==> config.mk <==
export PLATFORM = sky130hd
export DESIGN_NAME = keypad_scanner
export DESIGN_NICKNAME = d
export VERILOG_FILES = /design/src/rtl/keypad_pkg.sv /design/src/rtl/keypad_evt_fifo.sv /design/src/rtl/keypad_scanner.sv
export SDC_FILE = /design/constraint.sdc
export NUM_CORES = 1
export LEC_CHECK = 0
export CELL_PAD_IN_SITES_DETAIL_PLACEMENT = 0
export CELL_PAD_IN_SITES_GLOBAL_PLACEMENT = 2
export CORE_MARGIN = 5
export CORE_UTILIZATION = 37
export CTS_BUF_LIST = sky130_fd_sc_hd__clkbuf_8 sky130_fd_sc_hd__clkbuf_16
export CTS_CLUSTER_SIZE = 10
export DETAILED_ROUTE_END_ITERATION = 16
export PLACE_DENSITY_LB_ADDON = 0.1
export SETUP_SLACK_MARGIN = 0.02
export SLEW_MARGIN = 30
export SYNTH_ARGS = -nofsm -noshare
export SYNTH_HDL_FRONTEND = slang
export SYNTH_HIERARCHICAL = 1
export SYNTH_SLANG_ARGS = --single-unit
==> constraint.sdc <==
create_clock -name clk -period 5.18 [get_ports clk]
set_clock_uncertainty 0.2 [all_clocks]
set_input_delay 0.518 -clock clk [delete_from_list [all_inputs] [get_ports clk]]
set_output_delay 0.518 -clock clk [all_outputs]
set_load 0.01 [all_outputs]
==> src/rtl/keypad_pkg.sv <==
// Shared types and helpers for the matrix keypad scanner and its consumers.
package keypad_pkg;

  localparam int unsigned KP_CODE_W = 8;

  typedef enum logic [1:0] {
    ST_SCAN,
    ST_DEBOUNCE,
    ST_HELD,
    ST_RELEASE
  } kp_state_e;

  typedef struct packed {
    logic [KP_CODE_W-1:0] code;
    logic                 is_long;
  } kp_evt_t;

  function automatic logic [KP_CODE_W-1:0] key_index(input logic [31:0] row,
                                                     input logic [31:0] col,
                                                     input logic [31:0] cols);
    logic [31:0] idx;
    idx = row * cols + col;
    return idx[KP_CODE_W-1:0];
  endfunction

  // ASCII legend of the 4x4 doorlock keypad, indexed by key_index().
  function automatic logic [7:0] key_char(input logic [3:0] idx);
    logic [7:0] ch;
    case (idx)
      4'd0:  ch = "1";
      4'd1:  ch = "2";
      4'd2:  ch = "3";
      4'd3:  ch = "A";
      4'd4:  ch = "4";
      4'd5:  ch = "5";
      4'd6:  ch = "6";
      4'd7:  ch = "B";
      4'd8:  ch = "7";
      4'd9:  ch = "8";
      4'd10: ch = "9";
      4'd11: ch = "C";
      4'd12: ch = "*";
      4'd13: ch = "0";
      4'd14: ch = "#";
      default: ch = "D";
    endcase
    return ch;
  endfunction

endpackage

==> src/rtl/keypad_evt_fifo.sv <==
// Small synchronous event FIFO with registered head, full and empty flags.
module keypad_evt_fifo
  import keypad_pkg::*;
#(
  parameter int unsigned FIFO_DEPTH = 4
) (
  input  logic    clk,
  input  logic    reset,
  input  logic    push,
  input  kp_evt_t push_data,
  input  logic    pop,
  output kp_evt_t head,
  output logic    full,
  output logic    empty
);

  localparam int unsigned AW = $clog2(FIFO_DEPTH);
  localparam int unsigned NW = $clog2(FIFO_DEPTH + 1);

  kp_evt_t         mem [FIFO_DEPTH];
  logic [AW-1:0]   wr_q, rd_q, rd_next_c;
  logic [NW-1:0]   cnt_q, cnt_d;
  logic            push_ok_c, pop_ok_c;
  kp_evt_t         head_d;

  // A push into a full FIFO is still accepted when a pop frees a slot in the same cycle.
  assign pop_ok_c  = pop && !empty;
  assign push_ok_c = push && (!full || pop_ok_c);
  assign rd_next_c = rd_q + AW'(1);
  assign cnt_d     = cnt_q + NW'(push_ok_c) - NW'(pop_ok_c);

  always_comb begin
    head_d = head;
    if (pop_ok_c) begin
      if (cnt_q == NW'(1)) begin
        if (push_ok_c) head_d = push_data;
      end else begin
        head_d = mem[rd_next_c];
      end
    end else if (empty && push_ok_c) begin
      head_d = push_data;
    end
  end

  always_ff @(posedge clk) begin
    if (push_ok_c) mem[wr_q] <= push_data;
  end

  always_ff @(posedge clk or posedge reset) begin
    if (reset) begin
      wr_q  <= '0;
      rd_q  <= '0;
      cnt_q <= '0;
      head  <= '0;
      full  <= 1'b0;
      empty <= 1'b1;
    end else begin
      if (push_ok_c) wr_q <= wr_q + AW'(1);
      if (pop_ok_c)  rd_q <= rd_next_c;
      cnt_q <= cnt_d;
      head  <= head_d;
      full  <= (cnt_d == NW'(FIFO_DEPTH));
      empty <= (cnt_d == NW'(0));
    end
  end

endmodule

==> src/rtl/keypad_scanner.sv <==
// Matrix keypad scanner: row drive, column sync, press/release debounce,
// long-press detection and a buffered event stream for the doorlock FSM.
module keypad_scanner
  import keypad_pkg::*;
#(
  parameter int unsigned ROWS              = 4,
  parameter int unsigned COLS              = 4,
  parameter int unsigned SCAN_DIV          = 16,
  parameter int unsigned DEBOUNCE_CYCLES   = 32,
  parameter int unsigned LONG_PRESS_CYCLES = 50000,
  parameter int unsigned FIFO_DEPTH        = 4
) (
  input  logic                            clk,
  input  logic                            reset,
  input  logic [COLS-1:0]                 col_n,
  output logic [ROWS-1:0]                 row_n,
  output logic                            evt_valid,
  input  logic                            evt_ready,
  output logic [$clog2(ROWS*COLS)-1:0]    evt_code,
  output logic                            evt_long,
  output logic                            key_down,
  output logic                            overflow
);

  localparam int unsigned CW       = $clog2(ROWS * COLS);
  localparam int unsigned RW       = $clog2(ROWS);
  localparam int unsigned CIW      = $clog2(COLS);
  localparam int unsigned ZW       = $clog2(COLS + 1);
  localparam int unsigned DIVW     = $clog2(SCAN_DIV + 1);
  localparam int unsigned DEBW     = $clog2(DEBOUNCE_CYCLES + 1);
  localparam int unsigned HOLD_MAX = (LONG_PRESS_CYCLES == 0) ? 1 : LONG_PRESS_CYCLES;
  localparam int unsigned HOLDW    = $clog2(HOLD_MAX + 1);

  kp_state_e          state_q, state_d;
  logic [RW-1:0]      row_q, row_d, next_row_c;
  logic [CIW-1:0]     col_q, col_d, col_c;
  logic [DIVW-1:0]    div_q, div_d;
  logic [DEBW-1:0]    deb_q, deb_d;
  logic [HOLDW-1:0]   hold_q, hold_d;
  logic [COLS-1:0]    sync_q, cs_q;
  logic [ZW-1:0]      zeros_c;
  logic               single_c, idle_c, match_c;
  logic               push_c, push_long_c, pop_c;
  logic               fifo_full, fifo_empty;
  kp_evt_t            push_evt_c, head;
  logic               unused_head;

  always_ff @(posedge clk or posedge reset) begin
    if (reset) begin
      sync_q <= '1;
      cs_q   <= '1;
    end else begin
      sync_q <= col_n;
      cs_q   <= sync_q;
    end
  end

  // Count closed columns; col_c is only meaningful when exactly one is closed.
  always_comb begin
    zeros_c = '0;
    col_c   = '0;
    for (int i = 0; i < COLS; i++) begin
      if (!cs_q[i]) begin
        zeros_c = zeros_c + ZW'(1);
        col_c   = CIW'(i);
      end
    end
  end

  assign single_c   = (zeros_c == ZW'(1));
  assign idle_c     = &cs_q;
  assign match_c    = single_c && (col_c == col_q);
  assign next_row_c = (row_q == RW'(ROWS - 1)) ? '0 : row_q + RW'(1);

  always_comb begin
    state_d     = state_q;
    row_d       = row_q;
    col_d       = col_q;
    div_d       = div_q;
    deb_d       = deb_q;
    hold_d      = hold_q;
    push_c      = 1'b0;
    push_long_c = 1'b0;
    case (state_q)
      ST_SCAN: begin
        if (div_q == DIVW'(SCAN_DIV - 1)) begin
          div_d = '0;
          if (single_c) begin
            col_d   = col_c;
            deb_d   = '0;
            state_d = ST_DEBOUNCE;
          end else begin
            row_d = next_row_c;
          end
        end else begin
          div_d = div_q + DIVW'(1);
        end
      end
      ST_DEBOUNCE: begin
        if (!match_c) begin
          state_d = ST_SCAN;
          row_d   = next_row_c;
          div_d   = '0;
        end else if (deb_q == DEBW'(DEBOUNCE_CYCLES - 1)) begin
          push_c  = 1'b1;
          hold_d  = '0;
          state_d = ST_HELD;
        end else begin
          deb_d = deb_q + DEBW'(1);
        end
      end
      ST_HELD: begin
        if (!match_c) begin
          state_d = ST_RELEASE;
          deb_d   = '0;
        end else begin
          if (hold_q != HOLDW'(HOLD_MAX)) hold_d = hold_q + HOLDW'(1);
          // Fires on the step into HOLD_MAX; saturation keeps it once per press.
          if (LONG_PRESS_CYCLES != 0 && hold_q == HOLDW'(HOLD_MAX - 1)) begin
            push_c      = 1'b1;
            push_long_c = 1'b1;
          end
        end
      end
      ST_RELEASE: begin
        if (idle_c) begin
          if (deb_q == DEBW'(DEBOUNCE_CYCLES - 1)) begin
            state_d = ST_SCAN;
            row_d   = next_row_c;
            div_d   = '0;
          end else begin
            deb_d = deb_q + DEBW'(1);
          end
        end else if (match_c) begin
          state_d = ST_HELD;
        end else begin
          deb_d = '0;
        end
      end
      default: state_d = ST_SCAN;
    endcase
  end

  always_ff @(posedge clk or posedge reset) begin
    if (reset) begin
      state_q  <= ST_SCAN;
      row_q    <= '0;
      col_q    <= '0;
      div_q    <= '0;
      deb_q    <= '0;
      hold_q   <= '0;
      row_n    <= '1;
      key_down <= 1'b0;
      overflow <= 1'b0;
    end else begin
      state_q  <= state_d;
      row_q    <= row_d;
      col_q    <= col_d;
      div_q    <= div_d;
      deb_q    <= deb_d;
      hold_q   <= hold_d;
      row_n    <= ~(ROWS'(1) << row_d);
      key_down <= (state_d == ST_HELD) || (state_d == ST_RELEASE);
      overflow <= push_c && fifo_full && !pop_c;
    end
  end

  assign push_evt_c.code    = key_index(32'(row_q), 32'(col_q), COLS);
  assign push_evt_c.is_long = push_long_c;
  assign pop_c              = evt_valid && evt_ready;

  keypad_evt_fifo #(
    .FIFO_DEPTH (FIFO_DEPTH)
  ) u_fifo (
    .clk       (clk),
    .reset     (reset),
    .push      (push_c),
    .push_data (push_evt_c),
    .pop       (pop_c),
    .head      (head),
    .full      (fifo_full),
    .empty     (fifo_empty)
  );

  assign evt_valid   = ~fifo_empty;
  assign evt_code    = head.code[CW-1:0];
  assign evt_long    = head.is_long;
  assign unused_head = ^head.code;

endmodule

# Word level (Yosys, flattened, before mapping)
# Memories as Yosys holds them, arrays and structs flattened.
# Cells that the tools add are included.
# word_totals
register_bits	61
mem_bits_rw	24
in_bits	7
output_inout_bits	12
word_cells	133
n_memories	1
# op_classes
add_sub_neg	12
eq_ne	24
n_shift	1
muxes	52
bitwise_logic	2
n_reduce_logical	23
# memory_table
name	words	width	read_ports	rd_clocked_by_memory_dff	write_ports	line	rtl
u_fifo.mem	4	6	1	0	1	keypad_evt_fifo.sv:20	kp_evt_t mem [FIFO_DEPTH];
# op_table
op	count
$mux 16	4
$mux 5	8
$mux 6	6
$mux 2	16
$pmux 16 s2	1
$pmux 6 s4	1
$ne 2x2->1 const B	9
$add 16x1->16 const B	1
$eq 16x16->1 const B	1
$ne 16x16->1 const B	1
$pmux 5 s3	1
$eq 2x2->1 const B	5
$add 3x1->3 const B	3
$mux 1	9
$mux 3	3
$pmux 2 s4	1
$reduce_and 4->1	2
$logic_and 1x1->1	7
$add 2x1->2 const B	3
$add 6x1->6 const B	1
$eq 3x1->1 const B	2
$eq 6x5->1 const B	1
$pmux 2 s3	1
$reduce_and 3->1	2
other kinds (21)	25

# Depth between registers and ports, before layout
# Gate-level depths: netlist of run 1.
# logic_depth
word_depth	15
depth_mapped	21

# Hierarchy
# The synthesis of run 1 kept the hierarchy.
# by_module_without_submodules
module	instances	cells_each	area_per_inst_um2	seq_area_each_um2
keypad_scanner	1	302	2837.7	1166.1
keypad_evt_fifo	1	141	2249.7	1532.7

# Worst setup path after synthesis of run 1
# OpenSTA, ideal clock, no wires.
# synth_path
path_type	reg-to-reg
startpoint	reg cs_q[1]
endpoint	reg u_fifo.full
setup_time_ps	88
arrival_ps	4246
t_required_ps	4892
slack_ps	646
path_stages_with_launch	21
synth_period_minus_slack_ps	4534
cell_sequence	dfstp_2 > inv_1 > ha_1 > xnor2_1 > ha_1 > nor4b_1 > or4_1 > buf_4 > o211ai_4 > buf_2 > nor3b_1 > a21boi_1 > inv_1 > ha_1 > inv_1 > ha_1 > inv_1 > fa_1 > xnor2_1 > xnor2_1 > nor3b_1
# synth_via
elab_chain_len	13
# synth_lines
element	line	rtl
start: declaration	keypad_scanner.sv:40	logic [COLS-1:0] sync_q, cs_q;
start signal: assignment	keypad_scanner.sv:54	cs_q <= sync_q;
$mux 3	keypad_scanner.sv:63	if (!cs_q[i]) begin
$add 3x1->3	keypad_scanner.sv:64	zeros_c = zeros_c + ZW'(1);
$mux 3	keypad_scanner.sv:63	
$add 3x1->3	keypad_scanner.sv:64	
$mux 3	keypad_scanner.sv:63	
$eq 3x1->1	keypad_scanner.sv:70	assign single_c = (zeros_c == ZW'(1));
$logic_and 1x1->1 (*)	keypad_scanner.sv:72	assign match_c = single_c && (col_c == col_q);
$mux 1, on equally long branches	keypad_scanner.sv:113, keypad_scanner.sv:100	
$pmux 1 s2 (*)	keypad_scanner.sv:84	case (state_q)
named net push_c	keypad_scanner.sv:43	logic push_c, push_long_c, pop_c;
$logic_and 1x1->1 (*)	keypad_evt_fifo.sv:28	assign push_ok_c = push && (!full || pop_ok_c);
$add 3x1->3 (*)	keypad_evt_fifo.sv:30	assign cnt_d = cnt_q + NW'(push_ok_c) - NW'(pop_ok_c);
$sub 3x1->3 (*)	keypad_evt_fifo.sv:30	
named net u_fifo.cnt_d[2]	keypad_evt_fifo.sv:22	logic [NW-1:0] cnt_q, cnt_d;
$eq 3x3->1 (*)	keypad_evt_fifo.sv:62	full <= (cnt_d == NW'(FIFO_DEPTH));
end signal: assignment	keypad_evt_fifo.sv:62	
end: declaration	keypad_evt_fifo.sv:13	output logic full,
# Mark *: on every way through the listed nets, which the timed path passes. The rest lies on a longest branch.
# A chain may end at the register's enable or synchronous reset.

# Worst setup path after layout of run 1
# Ends and elaborated chain as after synthesis.

==> impl_metrics.toml, run 1 <==
[detailed_routing]
post_drt_via_cell_ratio = 5.25
drcViolationCount = 0
wire_per_inst_um = 15.9
detail-route-antenna-nets = 0
drt-total-wl_um = 8980
dr_total_vias = 2973
drt_iter0_markers = 251
drt_pass1_iterations = 4

[run]
maxCapViolCount = 0

[floorplanning]
num_rows = 39
ios = 19
floorplan.die_area_um2 = 14000
core-area_um2 = 11500
die_y_um = 118
fp.dieW_um = 118
initial_utilization = 0.379

[finish]
area_delta_synth_final_pct = 13.9
antenna_cells_inserted = 0
layout.cell_area.non_filler_um2 = 4940
finish.cell_count_without_fillers = 566
seqCellArea_um2 = 2120
count_of_filler_cells_inserted_in_the_layout = 1097
share_of_layout_cells_above_drive_strength_1 = 0.130
finish.net_count = 447
multi_input_area_um2 = 2040

[placed_design]
buffer_ports.inserted = 18
dp_cells = 550
hpwlAfterDp_um = 6360
gp_congestion = 0.751
post_dp_cell_area_um2 = 4640

[power_and_ir_drop]
worst_supply_voltage_drop_on_vdd_mv = 0.325
static_leakage_nw = 1.98
pwr_density_cell_nw_per_um2 = 426

[timing]
setup_violations = 0
timing.max_slew.rel_slack = 0.456
unrepaired_setup_endpoints_after_global_routing = "no"
finalCriticalPeriod_ns = 4.76
fin_hold_viols = 0
fin_setup_tns_ns = 0
min_period_over_period = 0.919
fmax_mhz = 210
timing.final.max_slew_violations = 0
worst_slew_pin_slew_ns = 0.816

[hold_path]
hold_path_depth = 0
min_delay_worst_endpoint = "cs_q[2]"
hold_start = "sync_q[2]"
class_of_the_most_critical_hold_timing_path = "reg2reg"

[synthesis]
synthesis.instances = 402
synthesis.area_per_instance_um2 = 10.8
syn-cell-area_um2 = 4340
yosys_warns = 6
postSynthNetCount = 431

[setup_path]
critical_path.endpoint_type = "register"
worst-r2r-setup-slack_ns = 0.42
crit_path_max_fanout = 12
setup.worst_path.class = "reg2reg"
worst_path_max_delay_cell = "sky130_fd_sc_hd__dfstp_2"
max_stage_delay_ns = 0.55
crit_arrival_ns = 4.82
path_cells = "inv_1 -> ha_1 -> xnor2_1 -> ha_1 -> nor4b_1 -> or4_1 -> o211ai_4 -> nor3b_1 -> a21boi_1 -> inv_1 -> ha_1 -> inv_1 -> ha_1 -> inv_1 -> fa_1 -> xnor2_1 -> xnor2_1 -> nor3b_1"
worst_r2r_endpoint = "u_fifo/full"
critical_path.n_buffers_inverters = 4
worst_r2r_path_depth = 18
cp.depth = 18
cp-start-kind = "register"
timing.critical_path.required_ns = 5.24
cp_top_family = "adder cells"
r2r-start = "cs_q[1]"

[cts]
cts.repair.resized = 0
clk_pin_slew_worst_paths_ns = 0.06
cts.root.buffer_cell = "sky130_fd_sc_hd__clkbuf_16"
tritoncts.num_buffers = 9
clock_sinks = 80
htree_num_levels = 3
holdBufCountCts = 0
cts_setup_buffers = 0
cts_max_path_bufs = 2
clock_tree_from_tritoncts = "yes"
insertion_delay_ns = 0.35

[run_status]
outcome = "completed"

[global_route]
grt_pass1_wl_um = 15400
via_count_of_the_first_global_routing_pass = 2946
globalRouteOverflowTotal = 0
track_usage = 0.137
grt_start_max_net_pins = 47
antenna_violations_before_repair = 0
## where the power goes
group | internal (mW) | switching (mW)
combinational | 0.280 | 0.289
sequential | 0.772 | 0.113
clock | 0.388 | 0.265
total | 1.44 | 0.667
## cells in the final DEF (no fill, tap or decap), types with 13 or more instances in the layout
master and n:
sky130_fd_sc_hd__o21ai_0 22, sky130_fd_sc_hd__clkdlybuf4s50_1 18, sky130_fd_sc_hd__a21oi_1 17, sky130_fd_sc_hd__nand2_1 35, sky130_fd_sc_hd__ha_1 21, sky130_fd_sc_hd__edfxtp_1 20
sky130_fd_sc_hd__dfrtp_1 47, sky130_fd_sc_hd__dfstp_2 13, sky130_fd_sc_hd__nor2_1 28, sky130_fd_sc_hd__inv_1 25
## stage by stage
stage          utilization  power [mW]  hold WS, ns  worst slack (ns)
6_report             0.431        2.11        0.155             0.418
5_1_grt              0.431        2.26        0.158             0.125
3_5_place_dp         0.404        1.47        0.147             0.393
2_1_floorplan            -        1.30        0.145             0.646
4_1_cts              0.431        2.14        0.156             0.379
3_3_place_gp         0.404        1.46        0.146             0.571
## worst max-delay path by stage
stage,slack [ns],end,from
after detailed placement,0.39,u_fifo/full,cs_q[1]
after global placement,0.57,u_fifo/full,cs_q[1]
final,0.42,u_fifo/full,cs_q[1]
after global routing,0.13,u_fifo/full,cs_q[1]
after floorplan,0.65,u_fifo/full,cs_q[1]
after CTS,0.38,u_fifo/full,cs_q[1]
## final cells by class
| type | count | share of cell area |
|---|---|---|
| clock buffers | 10 | 0.0483 |
| clock inverters | 6 | 0.0137 |
| inverters | 26 | 0.0202 |
| multi-input cells | 280 | 0.412 |
| flip-flops and latches | 80 | 0.428 |
| well taps | 143 | 0.0362 |
| repair buffers | 21 | 0.0410 |
## layer usage
metal,GRT usage,routed length [um],up-vias
met5,0,0,-
met4,0.0502,204,0
met3,0.0387,289,16
met2,0.203,3970,38
met1,0.190,4510,1418
li1,-,-,1501
## worst reg2reg max path, stage by stage (launching register included)
cell and delay (ns):
sky130_fd_sc_hd__dfstp_2 0.55, sky130_fd_sc_hd__inv_1 0.06, sky130_fd_sc_hd__ha_1 0.37, sky130_fd_sc_hd__xnor2_1 0.16, sky130_fd_sc_hd__ha_1 0.32, sky130_fd_sc_hd__nor4b_1 0.26
sky130_fd_sc_hd__or4_1 0.31, sky130_fd_sc_hd__o211ai_4 0.21, sky130_fd_sc_hd__nor3b_1 0.42, sky130_fd_sc_hd__a21boi_1 0.26, sky130_fd_sc_hd__inv_1 0.09, sky130_fd_sc_hd__ha_1 0.29
sky130_fd_sc_hd__inv_1 0.06, sky130_fd_sc_hd__ha_1 0.13, sky130_fd_sc_hd__inv_1 0.05, sky130_fd_sc_hd__fa_1 0.37, sky130_fd_sc_hd__xnor2_1 0.14, sky130_fd_sc_hd__xnor2_1 0.23
sky130_fd_sc_hd__nor3b_1 0.20
## sequential cells by signal, indices dropped and copies added, names as in the netlist, named ones only
signal,cells
deb_q,6
sync_q,4
div_q,5
u_fifo/head,5
u_fifo/empty,1
hold_q,16
row_n,4
u_fifo/cnt_q,3
col_q,2
cs_q,4
overflow,1
u_fifo/rd_q,2
u_fifo/wr_q,2
u_fifo/full,1
u_fifo/mem,20
row_q,2
Power figures use the tool's default switching activity.
==> run 2: changes to the inputs <==
- CAP_MARGIN: not set -> 30
==> results of run 2 <==
The final DEF is identical to that of run 1; final timing and power are the same.
